**src/rtl/wb_pdm_pkg.sv**
```systemverilog
// wb_pdm_pkg: register map offsets and CTRL bit positions shared by the PDM controller.
// The CTRL word address equals CHANNELS and is computed in the top module.
package wb_pdm_pkg;
    localparam int unsigned LEVEL_BASE       = 0;
    localparam int unsigned CTRL_EN_BIT      = 0;
    localparam int unsigned CTRL_SYNC_BIT    = 1;
    localparam int unsigned CTRL_PENDING_LSB = 8;
endpackage

```
**src/rtl/wb_pdm_ctrl_slot.sv**
```systemverilog
// pdm_channel_slot: one PDM channel with shadow/active levels, pending flag and the
// registered compare against the shared counter.
// Optional macro PDM_SLEW_EN: on each transfer point active steps 1 LSB toward shadow.
module pdm_channel_slot #(
    parameter int unsigned BIT_RESOLUTION = 8
) (
    input  logic                      clk_i,
    input  logic                      rst_ni,
    input  logic                      wr_i,
    input  logic [BIT_RESOLUTION-1:0] wdat_i,
    input  logic                      xfer_i,
    input  logic                      en_i,
    input  logic [BIT_RESOLUTION-1:0] cnt_i,
    output logic [BIT_RESOLUTION-1:0] shadow_o,
    output logic                      pending_o,
    output logic                      pdm_o
);
    logic [BIT_RESOLUTION-1:0] shadow_q, active_q, active_d;
    logic                      pending_q, pending_d, pdm_q;

`ifdef PDM_SLEW_EN
    // Slew: move active one LSB toward shadow at each transfer point.
    always_comb begin
        active_d = active_q;
        if (xfer_i) begin
            if (active_q < shadow_q)
                active_d = active_q + BIT_RESOLUTION'(1);
            else if (active_q > shadow_q)
                active_d = active_q - BIT_RESOLUTION'(1);
        end
    end
`else
    // Direct load: active takes the (pre-write) shadow at each transfer point.
    always_comb begin
        active_d = active_q;
        if (xfer_i)
            active_d = shadow_q;
    end
`endif

    // Pending: set by a write (wins over a same-edge transfer), cleared once active reaches shadow.
    always_comb begin
        pending_d = pending_q;
        if (wr_i)
            pending_d = 1'b1;
        else if (xfer_i && (active_d == shadow_q))
            pending_d = 1'b0;
    end

    // Level state and registered duty compare.
    always_ff @(posedge clk_i or negedge rst_ni) begin
        if (!rst_ni) begin
            shadow_q  <= '0;
            active_q  <= '0;
            pending_q <= 1'b0;
            pdm_q     <= 1'b0;
        end else begin
            if (wr_i)
                shadow_q <= wdat_i;
            active_q  <= active_d;
            pending_q <= pending_d;
            pdm_q     <= en_i & (active_q > cnt_i);
        end
    end

    assign shadow_o  = shadow_q;
    assign pending_o = pending_q;
    assign pdm_o     = pdm_q;
endmodule

```
**src/rtl/wb_pdm_ctrl.sv**
```systemverilog
// wb_pdm_ctrl: Wishbone B4 pipelined slave owning a bank of PDM channels, the shared
// period counter, CTRL (EN/SYNC/PENDING) and the one-cycle ack/read path.
// Optional macro PDM_SLEW_EN: transfers only at period boundaries with 1 LSB slew.
module wb_pdm_ctrl
    import wb_pdm_pkg::*;
#(
    parameter int unsigned BIT_RESOLUTION = 8,
    parameter int unsigned CHANNELS       = 4
) (
    input  logic                          wb_clk_i,
    input  logic                          wb_rst_ni,
    input  logic                          wb_cyc_i,
    input  logic                          wb_stb_i,
    input  logic                          wb_we_i,
    input  logic [$clog2(CHANNELS+1)-1:0] wb_adr_i,
    input  logic [31:0]                   wb_dat_i,
    output logic [31:0]                   wb_dat_o,
    output logic                          wb_ack_o,
    output logic                          wb_stall_o,
    output logic [CHANNELS-1:0]           pdm_o
);
    localparam int unsigned AW = $clog2(CHANNELS+1);
    localparam logic [AW-1:0] CTRL_ADR = AW'(CHANNELS);

    logic                                    req, ctrl_wr, en_d, boundary, xfer;
    logic                                    en_q, sync_q, ack_q;
    logic [BIT_RESOLUTION-1:0]               cnt_q, cnt_d;
    logic [31:0]                             rdata, dat_q;
    logic [CHANNELS-1:0]                     pending_w;
    logic [CHANNELS-1:0][BIT_RESOLUTION-1:0] shadow_w;
    logic                                    unused_dat;

    assign req        = wb_cyc_i & wb_stb_i;
    assign ctrl_wr    = req & wb_we_i & (wb_adr_i == CTRL_ADR);
    assign en_d       = ctrl_wr ? wb_dat_i[CTRL_EN_BIT] : en_q;
    assign boundary   = en_q & (&cnt_q);
    assign unused_dat = ^wb_dat_i[31:BIT_RESOLUTION];
    assign wb_stall_o = 1'b0;

    // Counter runs only while EN stays set; enabling or disabling restarts it from 0.
    always_comb begin
        cnt_d = '0;
        if (en_q && en_d)
            cnt_d = cnt_q + BIT_RESOLUTION'(1);
    end

`ifdef PDM_SLEW_EN
    assign xfer = boundary;
`else
    assign xfer = sync_q ? boundary : 1'b1;
`endif

    // Counter, CTRL bits and bus response registers.
    always_ff @(posedge wb_clk_i or negedge wb_rst_ni) begin
        if (!wb_rst_ni) begin
            cnt_q  <= '0;
            en_q   <= 1'b0;
            sync_q <= 1'b0;
            ack_q  <= 1'b0;
            dat_q  <= '0;
        end else begin
            cnt_q  <= cnt_d;
            en_q   <= en_d;
            if (ctrl_wr)
                sync_q <= wb_dat_i[CTRL_SYNC_BIT];
            ack_q  <= req;
            dat_q  <= (req && !wb_we_i) ? rdata : '0;
        end
    end

    // Read mux sampled before this edge's writes, so same-cycle reads see old values.
    always_comb begin
        rdata = '0;
        if (wb_adr_i == CTRL_ADR) begin
            rdata[CTRL_EN_BIT]                     = en_q;
            rdata[CTRL_SYNC_BIT]                   = sync_q;
            rdata[CTRL_PENDING_LSB +: CHANNELS]    = pending_w;
        end
        for (int i = 0; i < CHANNELS; i++)
            if (wb_adr_i == AW'(LEVEL_BASE + i))
                rdata = 32'(shadow_w[i]);
    end

    for (genvar g = 0; g < CHANNELS; g++) begin : g_ch
        pdm_channel_slot #(.BIT_RESOLUTION(BIT_RESOLUTION)) u_slot (
            .clk_i     (wb_clk_i),
            .rst_ni    (wb_rst_ni),
            .wr_i      (req & wb_we_i & (wb_adr_i == AW'(LEVEL_BASE + g))),
            .wdat_i    (wb_dat_i[BIT_RESOLUTION-1:0]),
            .xfer_i    (xfer),
            .en_i      (en_q),
            .cnt_i     (cnt_q),
            .shadow_o  (shadow_w[g]),
            .pending_o (pending_w[g]),
            .pdm_o     (pdm_o[g])
        );
    end

    assign wb_ack_o = ack_q;
    assign wb_dat_o = dat_q;
endmodule
```
**config.mk**
```make
export PLATFORM = sky130hd
export DESIGN_NAME = wb_pdm_ctrl
export DESIGN_NICKNAME = d
export VERILOG_FILES = /design/src/rtl/wb_pdm_pkg.sv /design/src/rtl/wb_pdm_ctrl_slot.sv /design/src/rtl/wb_pdm_ctrl.sv
export SDC_FILE = /design/constraint.sdc
export NUM_CORES = 1
export LEC_CHECK = 0
export ABC_CLOCK_PERIOD_IN_PS = 2290
export CAP_MARGIN = 5
export CORE_ASPECT_RATIO = 0.9
export CORE_MARGIN = 1.5
export CORE_UTILIZATION = 32
export CTS_CLUSTER_DIAMETER = 150
export DETAILED_ROUTE_END_ITERATION = 10
export SYNTH_ARGS = -nofsm -noshare
export SYNTH_HDL_FRONTEND = slang
export SYNTH_SLANG_ARGS = --single-unit
```
**constraint.sdc**
```tcl
create_clock -name wb_clk_i -period 2.29 [get_ports wb_clk_i]
set_clock_uncertainty 0.2 [all_clocks]
set_input_delay 0.458 -clock wb_clk_i [delete_from_list [all_inputs] [get_ports wb_clk_i]]
set_output_delay 0.458 -clock wb_clk_i [all_outputs]
set_load 0.01 [all_outputs]
```
==> summary.txt <==
Clocking
  – TritonCTS clock tree: built
  – CTS buffer count: 9
  – Clock Latency Late Sink: approximately 340 ps
  – Root Buffer: clkbuf_16
  – Post-cts sizing count: 0
  – Clock Tree Buf Depth: 2
  – Clock Sinks: 95
  – H-tree levels: 3
  – Reg clk slew, reported paths: 60 ps

Synth
  – Sequential share of the synthesized area: 0.503
  – Post-Syn Area: 4730 sq um
  – FF+latch count, synth: 95
  – Mapped Cells: approximately 360
  – Mean area per synthesized cell: 13.0 sq um
  – YS warnings: 0
  – Yosys cell types: 40

Setup path
  – Slowest stage delay, CP: 500 ps
  – Critical-path cell list: clkdlybuf4s50_1 > buf_4 > nand3b_1 > buf_4 > nor2_1 > a2111oi_0
  – Most common cell on crit path: buf_4
  – CP Capture Type: flip-flop
  – Top delay family on crit path: buffers and inverters
  – CP Max Fanout: 13
  – Worst Setup Start Kind: input port
  – Crit path kind: input port to flip-flop
  – Worst reg2reg path depth: 5
  – CP required: 2270 ps
  – WP data arrival: about 2000 ps
  – Worst r2r src: cnt_q[1]
  – Worst R2R Setup Slack: 370 ps
  – Worst flop-to-flop path endpoint: g_ch[2].u_slot.active_q[6]
  – Buf+Inv Stages, Crit Path: 3
  – Slowest cell on crit path: clkdlybuf4s50_1

Power and ir drop
  – Psw: 1440 uW
  – P_leak: 0.00258 uW
  – Seq pwr share: 0.445
  – Comb pwr share: 0.256
  – Pwr dens: slightly below 900 nW/um^2
  – P_int: ~3600 uW
  – Worst ir drop on vdd: 460 uV
  – Sw Ratio: 0.287
  – Clk pwr share: 0.299

Die
  – Die ar.: 15500 sq um
  – Horiz. Die Dim: 131 um
  – Floorplan row count: 41
  – Io pins: 78
  – Starting Density: 0.333
  – CORE AREA: 14200 sq um
  – Die Span Y: approximately 120 um

Status
  – Status: completed

Final layout
  – Nets@finish: 496
  – Share of cells above drive strength 1: 0.301
  – Ant diodes: 0
  – Area Growth Syn to Fin: 21.1%

Worst hold path
  – Hold Crit Start: g_ch[3].u_slot.pending_o
  – WHS Endpoint: g_ch[3].u_slot.pending_o
  – Worst min-delay path category: flip-flop to flip-flop
  – Worst hold stages: 1

Placement
  – IO buf count: 32
  – GPL Wtd Cong: about 0.8
  – Detailed placer's ending HPWL: between 7 and 8 mm

Global routing
  – Pin count of the biggest net entering global routing: 96
  – GRT Total Usage: 0.138
  – Number of global-route vias before repair: 3066
  – Grt ovf: 0
  – First-pass GRT wire length: roughly 17 mm
  – Initial antenna violation count: 0

Drt
  – Vias per std cell: 4.76
  – Highest Signal Layer: met4
  – Remaining antenna violation count: 0
  – DRT Pass-1 Iters: 4
  – First DRT Iteration DRCs: 194
  – Metal1 wirelength: 4.62 mm
  – Routed wl met3: 510 um
  – Drt total wl: 9.97 mm
  – Vias: 2958
  – Residual DRC count: 0
  – Routed wl met2: 4.76 mm
  – Routed WL per cell: 16.1 um

STA
  – Final hold vios: 0
  – Setup TNS: 0 ps
  – Fin crit period: 2010 ps
  – Period utilisation layout: 0.877
  – Worst hold slack: 284 ps
  – Fmax: 0.498 GHz
  – Final setup violation count: 0
  – Slew Viols, Final: 0
  – Tightest Pin Transition: 480 ps
  – Unrepaired setup endpoints after global routing: no
  – Slew HR: 0.672

Flow run
  – Number of max-cap violations: 0
-- routing by layer --
layer / vias to the layer above / global-route usage
met5: - / 0
met3: 7 / 0.0420
met1: 1485 / 0.183
met4: 0 / 0.0302
met2: 67 / 0.223
li1: 1399 / -
-- worst max path at each step --
stage / from / to / depth (start not counted)
floorplan: cnt_q[0] / g_ch[1].u_slot.active_q[1] / 5
global placement: wb_adr_i[2] / wb_dat_o[0] / 6
detailed placement: wb_adr_i[2] / wb_dat_o[0] / 6
CTS: wb_adr_i[2] / wb_dat_o[1] / 6
global route: wb_adr_i[2] / wb_dat_o[1] / 6
finish: wb_adr_i[2] / wb_dat_o[1] / 6
-- state kept, by name (all words and copies together), names as in the netlist --
| name | count |
|---|---|
| cnt_q | 8 |
| en_q | 1 |
| g_ch.u_slot.active_q | 32 |
| g_ch.u_slot.pdm_o | 4 |
| g_ch.u_slot.pending_o | 4 |
| g_ch.u_slot.shadow_o | 32 |
| sync_q | 1 |
| wb_ack_o | 1 |
| wb_dat_o | 12 |
-- placed cells by master, fill, tap and decap left out, drive strengths merged, types with 3 or more instances in the layout --
cell type,Yosys,final
ha,33,33
nand3b,6,6
clkinv,0,5
nand4,10,10
inv,16,17
a21oi,11,11
o21ai,9,9
buf,31,27
a21o,3,3
clkbuf,0,9
nand3,7,7
clkdlybuf4s50,0,31
or3,4,4
and2,3,3
nor2,14,14
mux4,5,5
dfrtp,95,95
a211o,8,8
nor2b,6,6
conb,1,21
a211oi,6,6
mux2,68,68
or2,5,5
o21a,5,5
xnor2,3,3
-- through the flow --
stage	worst slack, ps	util	std cells	total power (uW)	area [sq um]
floorplan	385	-	384	3120	4810
global placement	-39.6	0.382	604	3480	5420
detailed placement	-107	0.382	604	3540	5420
CTS	254	0.403	621	5040	5730
global route	163	0.403	621	5300	5730
finish	281	0.403	621	4990	5730
-- logic make-up after synthesis --
kind of cell               Yosys count  share of synthesized area
muxes                               73                      0.186
and+or+nand+nor                     64                     0.0854
other                                1                   0.000793
xor gates and xnor gates             3                    0.00556
AOI/OAI and AO/OA                   48                     0.0725
buffers and inverters               47                     0.0603
DFF                                 95                      0.503
adders and majority gates           33                     0.0873
-- repair_timing --
item	in CTS	in global routing
buffers inserted	0	0
hold buffers	1	0
hold endpoints to repair	71	0
-- power groups by stage --
stage | registers, uW | clock network [uW] | logic, uW
global placement | 2250 | 0 | 1230
global route | 2270 | 1590 | 1440
floorplan | 2160 | 0 | 957
finish | 2220 | 1490 | 1280
detailed placement | 2260 | 0 | 1280
CTS | 2230 | 1520 | 1290
-- cell type report --
class,instances,area [sq um]
fill,1363,8480
clock buffer,9,225
sequential,95,2380
clock inverter,7,71.3
multi-input combinational,242,2140
tap,193,241
timing repair buffer,59,611
inverter,16,60.1
-- cells in the mapped netlist, drive strengths merged --
cell      n  share of area
dfrtp    95           0.50
mux2     68           0.16
ha       33          0.087
buf      31          0.048
inv      16          0.013
nor2     14          0.012
a21oi    11          0.012
nand4    10          0.013
o21ai     9          0.010
a211o     8          0.015
nand3     7          0.010
a211oi    6         0.0095
nand3b    6         0.0095
nor2b     6         0.0079
mux4      5          0.024
o21a      5         0.0079
or2       5         0.0066
or3       4         0.0056
a21o      3         0.0050
and2      3         0.0040
xnor2     3         0.0056
a2111oi   2         0.0037
nand2     2         0.0016
nand2b    2         0.0026
nor3      2         0.0045
o221ai    2         0.0037
conb      1        0.00079
nor4      1         0.0013
nor4b     1         0.0050
o22ai     1         0.0013
o31ai     1         0.0045
or3b      1         0.0019
-- worst register-to-register path, cell delays in order (launching register included) --
cell	delay (ps)
dfrtp_1	410
ha_1	260
nand4_1	160
o21ai_2	200
buf_12	210
mux2_2	360
No activity file was read; power rests on OpenSTA's default activity.
